File: config.mk
export PLATFORM = sky130hd
export DESIGN_NAME = pwm_driver
export DESIGN_NICKNAME = d
export VERILOG_FILES = /design/src/rtl/pwm_pkg.sv /design/src/rtl/pwm_tick_gen.sv /design/src/rtl/pwm_driver.sv
export SDC_FILE = /design/constraint.sdc
export NUM_CORES = 1
export LEC_CHECK = 0
export CAP_MARGIN = 20
export CORE_MARGIN = 3
export CORE_UTILIZATION = 52
export DETAILED_ROUTE_END_ITERATION = 16
export MAX_ROUTING_LAYER = met4
export PLACE_DENSITY = 0.82
export SLEW_MARGIN = 20
export SYNTH_ARGS = -nofsm -noshare
export SYNTH_HDL_FRONTEND = slang
export SYNTH_SLANG_ARGS = --single-unit
File: constraint.sdc
create_clock -name clock -period 2.5 [get_ports clock]
set_clock_uncertainty 0.15 [all_clocks]
set_input_delay 0.75 -clock clock [delete_from_list [all_inputs] [get_ports clock]]
set_output_delay 0.75 -clock clock [all_outputs]
set_load 0.02 [all_outputs]
File: src/rtl/pwm_pkg.sv
// pwm_pkg: state encoding, count limits and count step helper shared by the PWM driver
package pwm_pkg;
  typedef enum logic [1:0] {IDLE = 2'd0, RUN = 2'd1, DEAD = 2'd2} pwm_state_e;
  localparam logic [7:0] PWM_COUNT_MAX = 8'd254;
  localparam int DEAD_W = 8;
  function automatic logic [7:0] count_next(input logic [7:0] c);
    return c == PWM_COUNT_MAX ? 8'd0 : c + 8'd1;
  endfunction
endpackage

File: src/rtl/pwm_tick_gen.sv
// pwm_tick_gen: divides clock by PRESCALE into a one-clock tick strobe while run is high
// Ports: clock, reset_n (async, active-low), run (counter cleared while low), tick (strobe out)
module pwm_tick_gen #(
  parameter int PRESCALE = 4
) (
  input  logic clock,
  input  logic reset_n,
  input  logic run,
  output logic tick
);
  localparam int W = PRESCALE > 1 ? $clog2(PRESCALE) : 1;
  logic [W-1:0] pcnt;
  assign tick = run && pcnt == W'(PRESCALE - 1);
  always_ff @(posedge clock or negedge reset_n)
    if (!reset_n) pcnt <= '0;
    else pcnt <= (!run || tick) ? '0 : pcnt + 1'b1;
endmodule

File: src/rtl/pwm_driver.sv
// pwm_driver: swerve-rotation motor PWM generator with period-boundary ratio/direction latching
// Ports: clock, reset_n (async, active-low), pwm_enable, pwm_update, pwm_ratio[7:0], pwm_direction (in);
//        pwm_done (1-clock apply pulse), pwm_signal, dir_out, ratio_applied[7:0] (out)
// Build option: define PWM_DEADTIME_EN to insert DEADTIME_PERIODS low periods on direction reversal
module pwm_driver
  import pwm_pkg::*;
#(
  parameter int PRESCALE = 4
`ifdef PWM_DEADTIME_EN
  , parameter int DEADTIME_PERIODS = 2
`endif
) (
  input  logic       clock,
  input  logic       reset_n,
  input  logic       pwm_enable,
  input  logic       pwm_update,
  input  logic [7:0] pwm_ratio,
  input  logic       pwm_direction,
  output logic       pwm_done,
  output logic       pwm_signal,
  output logic       dir_out,
  output logic [7:0] ratio_applied
);
  pwm_state_e state, state_n;
  logic [7:0] count, count_d, ratio_d;
  logic dir_d, done_d, sig_d, first, tick, run, boundary, apply, reverse;
  // run drops the same edge enable falls, so counters and ratio clear without an extra clock
  assign run = pwm_enable && state != IDLE;
  pwm_tick_gen #(.PRESCALE(PRESCALE)) u_tick (
    .clock  (clock),
    .reset_n(reset_n),
    .run    (run),
    .tick   (tick)
  );
  // first is high only in the opening RUN clock, which acts as a period boundary
  assign boundary = run && (first || (tick && count == PWM_COUNT_MAX));
`ifdef PWM_DEADTIME_EN
  logic [DEAD_W-1:0] dead_cnt, dead_d;
  assign reverse = boundary && pwm_update && state == RUN && pwm_direction != dir_out;
  // DEAD exit samples ratio/direction at that boundary regardless of pwm_update
  assign apply = boundary && ((pwm_update && state == RUN && !reverse) ||
                              (state == DEAD && dead_cnt == DEAD_W'(1)));
  assign dead_d = reverse ? DEAD_W'(DEADTIME_PERIODS) :
                  (state == DEAD && boundary) ? dead_cnt - 1'b1 : dead_cnt;
  always_ff @(posedge clock or negedge reset_n)
    if (!reset_n) dead_cnt <= '0;
    else dead_cnt <= dead_d;
`else
  assign reverse = 1'b0;
  assign apply = boundary && pwm_update && state == RUN;
`endif
  always_ff @(posedge clock or negedge reset_n)
    if (!reset_n) state <= IDLE;
    else state <= state_n;
  always_comb
    state_n = !pwm_enable      ? IDLE :
              state == IDLE    ? RUN  :
              reverse          ? DEAD :
              apply            ? RUN  : state;
  always_comb begin
    count_d = !run ? 8'd0 : tick ? count_next(count) : count;
    ratio_d = !run ? 8'd0 : apply ? pwm_ratio : reverse ? 8'd0 : ratio_applied;
    dir_d   = apply ? pwm_direction : dir_out;
    done_d  = apply;
    sig_d   = pwm_enable && state == RUN && count < ratio_applied;
  end
  always_ff @(posedge clock or negedge reset_n)
    if (!reset_n) begin
      count         <= '0;
      ratio_applied <= '0;
      dir_out       <= 1'b0;
      pwm_done      <= 1'b0;
      pwm_signal    <= 1'b0;
      first         <= 1'b1;
    end else begin
      count         <= count_d;
      ratio_applied <= ratio_d;
      dir_out       <= dir_d;
      pwm_done      <= done_d;
      pwm_signal    <= sig_d;
      first         <= state == IDLE;
    end
endmodule

# --- Word level (Yosys, flattened, before mapping) ---
# Cells that the tools add are included.
classes:
  addsub: 2
  n_mul: 0
  div_mod_pow: 0
  order_cmp: 1
  eq_ne: 6
  shifts: 0
  muxes: 9
  bitwise: 0
  n_reduce_logical: 13
ops:
  columns: ["op", "n"]
  rows:
  - ["2-to-1 mux 8 bit", 5]
  - ["adder 8 x 1 -> 8 bit, second input constant", 1]
  - ["== test 8 bit, second input constant", 1]
  - ["logical AND 1 bit", 8]
  - ["< comparator 8 bit", 1]
  - ["2-to-1 mux 2 bit", 4]
  - ["!= test 3 x 1 -> 1 bit, second input constant", 1]
  - ["adder 2 x 1 -> 2 bit, second input constant", 1]
  - ["== test 2 x 1 -> 1 bit, second input constant", 1]
  - ["== test 2 bit, second input constant", 1]
  - ["logical NOT 2 bit", 1]
  - ["logical OR 1 bit", 2]
  - ["!= test 2 x 1 -> 1 bit, second input constant", 1]
  - ["!= test 2 bit, second input constant", 1]
  - ["nonzero test 2 bit", 1]
  - ["logical NOT 1 bit", 1]
totals:
  register_bits: 24
  latch_bits: 0
  ram_bits: 0
  romBits: 0
  output_inout_bits: 11
  n_memories: 0

# --- Depth between registers and ports, before layout ---
# Gate-level depths: netlist of the first run.
logic_depth:
  word_depth: 11
  ltp_mapped: 7
  ltp_nobuf: 6

# --- By module ---
# From an unflattened synthesis of the first run, not the netlist that was laid out.
hier_totals:
  cells_unflattened: 130
  area_unflattened_um2: 1287.5
modules_own_cells:
  columns: ["module", "n_inst", "cells_each", "area_per_inst_um2", "seq_area_each_um2"]
  rows:
  - ["pwm_driver", 1, 124, 1196.1, 526.8]
  - ["pwm_tick_gen", 1, 6, 91.3, 50.0]

# --- Worst setup path after synthesis of the first run ---
# No wires, ideal clock.
synth_timing:
  kind: "input to register"
  from: "in pwm_update"
  to: "reg dir_out"
  setup_ps: 127
  arrival_ps: 1733
  t_required_ps: 2223
  setup_slack_ps: 490
  path_stages: 5
  path_cell_list: "clkbuf_1 -> and3_1 -> buf_2 -> o21a_1 -> mux2_1"
synth_between:
  elab_chain_len: 2
synth_rtl:
  columns: ["element", "line_no", "source"]
  rows:
  - ["from (decl)", "pwm_driver.sv:16", "input logic pwm_update,"]
  - ["logical AND 1 bit (2 in series)", "pwm_driver.sv:50", "assign apply = boundary && pwm_update && state == RUN;"]
  - ["net apply", "pwm_driver.sv:26", "logic dir_d, done_d, sig_d, first, tick, run, boundary, apply, reverse;"]
  - ["to (signal assigned)", "pwm_driver.sv:78", "dir_out <= dir_d;"]
  - ["to (decl)", "pwm_driver.sv:21", "output logic dir_out,"]
# The timed path passes the listed nets, and every way through them passes these cells.
# A chain may end at the register's enable or synchronous reset.

# --- Worst setup path in the final report of the first run ---
layout_timing:
  from: "reg ratio_applied[0]"
  to: "out ratio_applied[0]"
layout_lines:
  columns: ["element", "line_no", "source"]
  rows:
  - ["from (decl)", "pwm_driver.sv:22", "output logic [7:0] ratio_applied"]
  - ["from (signal assigned)", "pwm_driver.sv:77", "ratio_applied <= ratio_d;"]
# No word-level cell between the ends.

==> results.cfg, run 1 <==
[sta]
setup_violations = 0
fmax_mhz = 443.8
rsz0062_at_grt = no
hold_viol_final = 0
maxSlewViolCount = 0
relSlewSlack = 0.7673
setup_tns_ps = 0
period_needed_ps = 2253
setup_ws_ps = 246.6
whs_ps = 298.9
period_share = 0.9014
tightest_slew_ps = 349.1

[finish]
area_delta_synth_final_pct = 23.08
drive_above_1_share = 0.08571
diodes = 0
postLayoutCoreUtil = 0.6832
fin_area_um2 = 1708
fin_cells = 205
nNetsFinal = 199
fillers = 199

[run]
max_cap_violations = 0

[yosys]
yosysMostFrequentCell = dfrtp_1
synth_top_area_cell = dfrtp_1
yosysSeqAreaShare = 0.4157
synth_edf_count = 0
ys_top_cells_by_count = dfrtp_1, nand3_1, nand2_1
synth.distinct_cells = 37
syn_inst = 148
ys_warn_count = 0
synth.avg_cell_area_um2 = 9.376
synthArstFlopShare = 1.000
synthFlopType = dfrtp_1
synthTopCellsByArea = dfrtp_1, ha_1, nand3_1
synth_nets = 171
syn_area_um2 = 1388
yosys_register_bits = 23
synth_top_area_frac = 0.3968

[drt]
met2WireLength_um = 1615
wl_per_cell_um = 16.76
met1_length_um = 1557
firstDrtPassIters = 4
dr_wl_met3_um = 151
vias = 1283
drtAntennaViolNets = 0
drt_iter0_markers = 39
viasPerCell = 6.259
route.top_layer_used = met4
drc = 0
drt_wl_total_um = 3435

[floorplanning]
rows = 18
start_util = 0.5551
core_um2 = 2500
die_h_um = 57.66
die_x_um = 57.66
die_area_um2 = 3324
ios = 24

[min_path]
worstHoldPathCells = 1
hold_class = reg2reg
min-delay-start = state[0]

[setup_path]
regToRegStartpoint = count[0]
crit_start = ratio_applied[0]
cp.required_ps = 1600
reg2reg_depth = 6
critPathBufInv = 1
crit_fanout = 4
critPathTopFamily = buffers and inverters
cp_slowest_cell = clkdlybuf4s50_1
criticalPathCategory = reg2out
max_stage_delay_ps = 620
endpoint_kind = output pin
path_cells = clkdlybuf4s50_1
start_kind = register
critical_path_depth = 1
arrival_ps = 1350

[grt]
grt-ovfl-total = 0
antenna_found_initial = 0
grt_use_total = 0.2316
grt_pass1_vias = 1246
grt_pass1_wl_um = 5830
grt_max_degree = 24

[clock_tree]
cts_max_level = 1
clk_path_buf_depth = 2
ctsHoldBuffers = 0
clk_latency_ps = 310
post-cts-setup-buffers = 0
root_buffer = clkbuf_4
numCtsBuffers = 3
cts_resized = 0
cts.sinks = 23
clk_pin_slew_worst_paths_ps = 120
cts_tree = yes

[place]
dp_hpwl_um = 2525
dpl_cell_area_um2 = 1682
place_congestion = 0.8521
placed_cells = 201
dp_slack_ps = 259.0
portBuffers = 23

[power]
cellLeakagePower_nw = 0.7194
p_sw_frac = 0.2583
p_int_uw = 497.0
switchingPower_uw = 173.1
cellPowerDensity_nw_per_um2 = 392.4
p_clk_frac = 0.261
p_comb_frac = 0.153
power.total_uw = 670.1
power_frac_seq = 0.586
vdd_drop_max_uv = 329.2

[run_status]
status = finished, final reports clean
power by group through the flow:
stage | Sequential [mW] | Combinational, mW | Clock [mW]
finish | 0.393 | 0.102 | 0.175
global route | 0.395 | 0.110 | 0.196
CTS | 0.393 | 0.103 | 0.181
detailed placement | 0.400 | 0.102 | 0
global placement | 0.399 | 0.0980 | 0
floorplan | 0.406 | 0.0357 | 0
registers in the layout, indices dropped and copies added (netlist names):
signal / count
count: 8
dir_out: 1
first: 1
pwm_done: 1
pwm_signal: 1
ratio_applied: 8
state: 1
u_tick.pcnt: 2
area by class of cell:
cell class | count | area [um^2] | share of cell area
Sequential cell | 23 | 576.8 | 0.3377
Tap cell | 30 | 37.54 | 0.02198
Timing Repair Buffer | 31 | 290.3 | 0.1700
Inverter | 9 | 33.78 | 0.01978
Multi-Input combinational cell | 108 | 743.2 | 0.4352
Clock buffer | 4 | 26.28 | 0.01538
routing by layer:
layer,global-route usage,vias to the layer above
li1,-,600
met1,0.3059,615
met2,0.3581,55
met3,0.02895,13
met4,0.1026,0
met5,-,-
cells in the final DEF, fill, tap and decap left out, types with 2 or more instances in the layout:
cell / netlist / routed
a21o_1: 2 / 2
a21oi_1: 11 / 11
a31oi_1: 4 / 4
buf_4: 0 / 8
clkbuf_4: 0 / 3
clkdlybuf4s50_1: 0 / 23
dfrtp_1: 22 / 22
ha_1: 10 / 10
inv_1: 9 / 9
nand2_1: 13 / 13
nand2b_1: 4 / 4
nand3_1: 21 / 21
nand4_1: 2 / 2
nor2_1: 3 / 3
nor3_1: 2 / 2
o21a_1: 8 / 8
o221ai_1: 8 / 8
cells by family (layout without fill, tap and decap cells):
family	Yosys count	count (layout)	share of synthesized area
AND/OR/NAND/NOR	58	58	0.2417
AO/OA/AOI/OAI	38	38	0.1885
flip-flops	23	23	0.4157
buffers and inverters	17	44	0.04869
adder cells (fa/ha/maj)	10	10	0.09017
multiplexers	2	2	0.01533
worst paths after layout:
check / to / slack [ps]
hold reg to reg: first / 300
min in group asynchronous: ratio_applied[6] / 620
hold / removal: first / 300
setup / recovery: ratio_applied[0] / 250
max in group asynchronous: first / 1300
setup reg to reg: dir_out / 570
Power figures use the tool's default switching activity.
==> run 2: changes to the inputs <==
CTS_CLUSTER_DIAMETER = 50   (was not set)
SLEW_MARGIN = not set   (was 20)
==> results of run 2 <==
Final layout, timing and power as in run 1 (identical DEF).
==> run 3: changes to the inputs <==
CORE_ASPECT_RATIO = 1.75   (was not set)
GPL_TIMING_DRIVEN = 0   (was not set)
clock period = 2.3 ns   (was 2.5 ns; I/O delays follow)
==> run 3 against run 2 <==
Effect of this change: global-route usage down 0.18 points; combinational power rose by 11%; clock power is 48% higher; flip-flop and latch count unchanged; critical path depth did not move; die area is 0.74% higher; count of clock-buffer cells in the layout unchanged; total power is 19% higher.
==> results.cfg, run 3 (synthesized netlist as in run 1, its figures left out) <==
[setup_path]
path_cells = clkdlybuf4s50_1
cp_slowest_cell = clkdlybuf4s50_1
endpoint_kind = output pin
critPathTopFamily = buffers and inverters
critPathBufInv = 1
cp.required_ps = 1460
crit_fanout = 4
arrival_ps = 1300
max_stage_delay_ps = 630
start_kind = register
criticalPathCategory = reg2out

[floorplanning]
rows = 24
die_h_um = 74.34
ios = 24
core_um2 = 2522
start_util = 0.5501
die_x_um = 45.05
die_area_um2 = 3349

[min_path]
hold_class = reg2reg

[finish]
nNetsFinal = 199
drive_above_1_share = 0.06286
area_delta_synth_final_pct = 23.44
diodes = 0
largestRegisters = count (8), ratio_applied (8), u_tick.pcnt (2)
final_cell_mix = dfrtp_1, clkdlybuf4s50_1, nand3_1

[power]
vdd_drop_max_uv = 446.3
cellLeakagePower_nw = 0.7157
cellPowerDensity_nw_per_um2 = 464.9
power.total_uw = 796.3

[clock_tree]
cts.sinks = 23
clk_pin_slew_worst_paths_ps = 80
post-cts-setup-buffers = 0
root_buffer = clkbuf_8
clk_path_buf_depth = 2
clk_latency_ps = 270
ctsHoldBuffers = 0
cts_resized = 0
cts_tree = yes
cts_max_level = 1
numCtsBuffers = 3

[drt]
viasPerCell = 6.294
drt_iter0_markers = 58
firstDrtPassIters = 4
drc = 0
wl_per_cell_um = 16.20
drtAntennaViolNets = 0
vias = 1265
drt_wl_total_um = 3257

[sta]
maxSlewViolCount = 0
setup_violations = 0
fmax_mhz = 467.6
relSlewSlack = 0.6346
setup_ws_ps = 161.4
tightest_slew_ps = 545.6
hold_viol_final = 0
period_share = 0.9298
period_needed_ps = 2139
rsz0062_at_grt = no

[place]
dp_slack_ps = -35.61
place_congestion = 0.8515
dp_hpwl_um = 2440
portBuffers = 22

[run_status]
status = finished, final reports clean

[grt]
grt_pass1_vias = 1268
grt_use_total = 0.2298
grt-ovfl-total = 0
grt_pass1_wl_um = 5616
grt_max_degree = 24
antenna_found_initial = 0

[run]
max_cap_violations = 0
[run 3: cell types whose count changed in the layout (fill, tap and decap cells not counted)]
cell,before,now
buf_4,8,0
clkbuf_4,3,0
clkdlybuf4s50_1,23,22
buf_2,0,3
clkbuf_1,1,6
clkbuf_8,0,3
buf_16,0,1
[run 3: per-layer routing]
| layer | vias to the layer above | track usage | part of all wire |
|---|---|---|---|
| li1 | 600 | - | - |
| met1 | 624 | 0.2638 | 0.40 |
| met2 | 34 | 0.3959 | 0.54 |
| met3 | 7 | 0.03148 | 0.042 |
| met4 | 0 | 0.08143 | 0.019 |
| met5 | - | - | 0 |
[run 3: path summary, 6_finish.rpt]
path,startpoint,end,slack (ps),depth (start not counted)
setup / recovery,ratio_applied[0],ratio_applied[0],160,1
hold / removal,state[0],first,290,1
setup reg to reg,count[0],dir_out,180,6
hold reg to reg,state[0],first,290,1
max in group asynchronous,reset_n,count[2],1050,2
min in group asynchronous,reset_n,count[0],550,1
[run 3: where the power goes]
part	leakage, nW	internal (mW)	switching, mW
registers	0.311	0.417	0.00702
logic	0.382	0.0545	0.0587
clock network	0.0228	0.124	0.135
total	0.716	0.595	0.201
[run 3: area by class of cell]
| class | count | area [um^2] |
|---|---|---|
| Fill cell | 209 | 809.5 |
| Buffer | 8 | 33.78 |
| Clock buffer | 4 | 45.04 |
| Tap cell | 26 | 32.53 |
| Sequential cell | 23 | 576.8 |
| Timing Repair Buffer | 23 | 247.7 |
| Inverter | 9 | 33.78 |
| Multi-Input combinational cell | 108 | 743.2 |
[run 3: per-stage QoR]
| step | hold WS, ps | utilization | cells | TNS (ps) | cell area, um^2 |
|---|---|---|---|---|---|
| floorplan | 244.4 | - | 148 | 0 | 1388 |
| global placement | 271.9 | 0.6503 | 196 | -3.273 | 1640 |
| detailed placement | 281.5 | 0.6503 | 196 | -35.61 | 1640 |
| CTS | 293.0 | 0.6682 | 200 | 0 | 1685 |
| global route | 329.8 | 0.6791 | 201 | 0 | 1713 |
| finish | 287.9 | 0.6791 | 201 | 0 | 1713 |
[run 3: worst register-to-register path, cell delays in order (launching register included)]
cell	delay [ps]
dfrtp_1	470
inv_1	110
ha_1	260
nand2_1	130
nor3_4	360
o21a_1	190
mux2_1	330
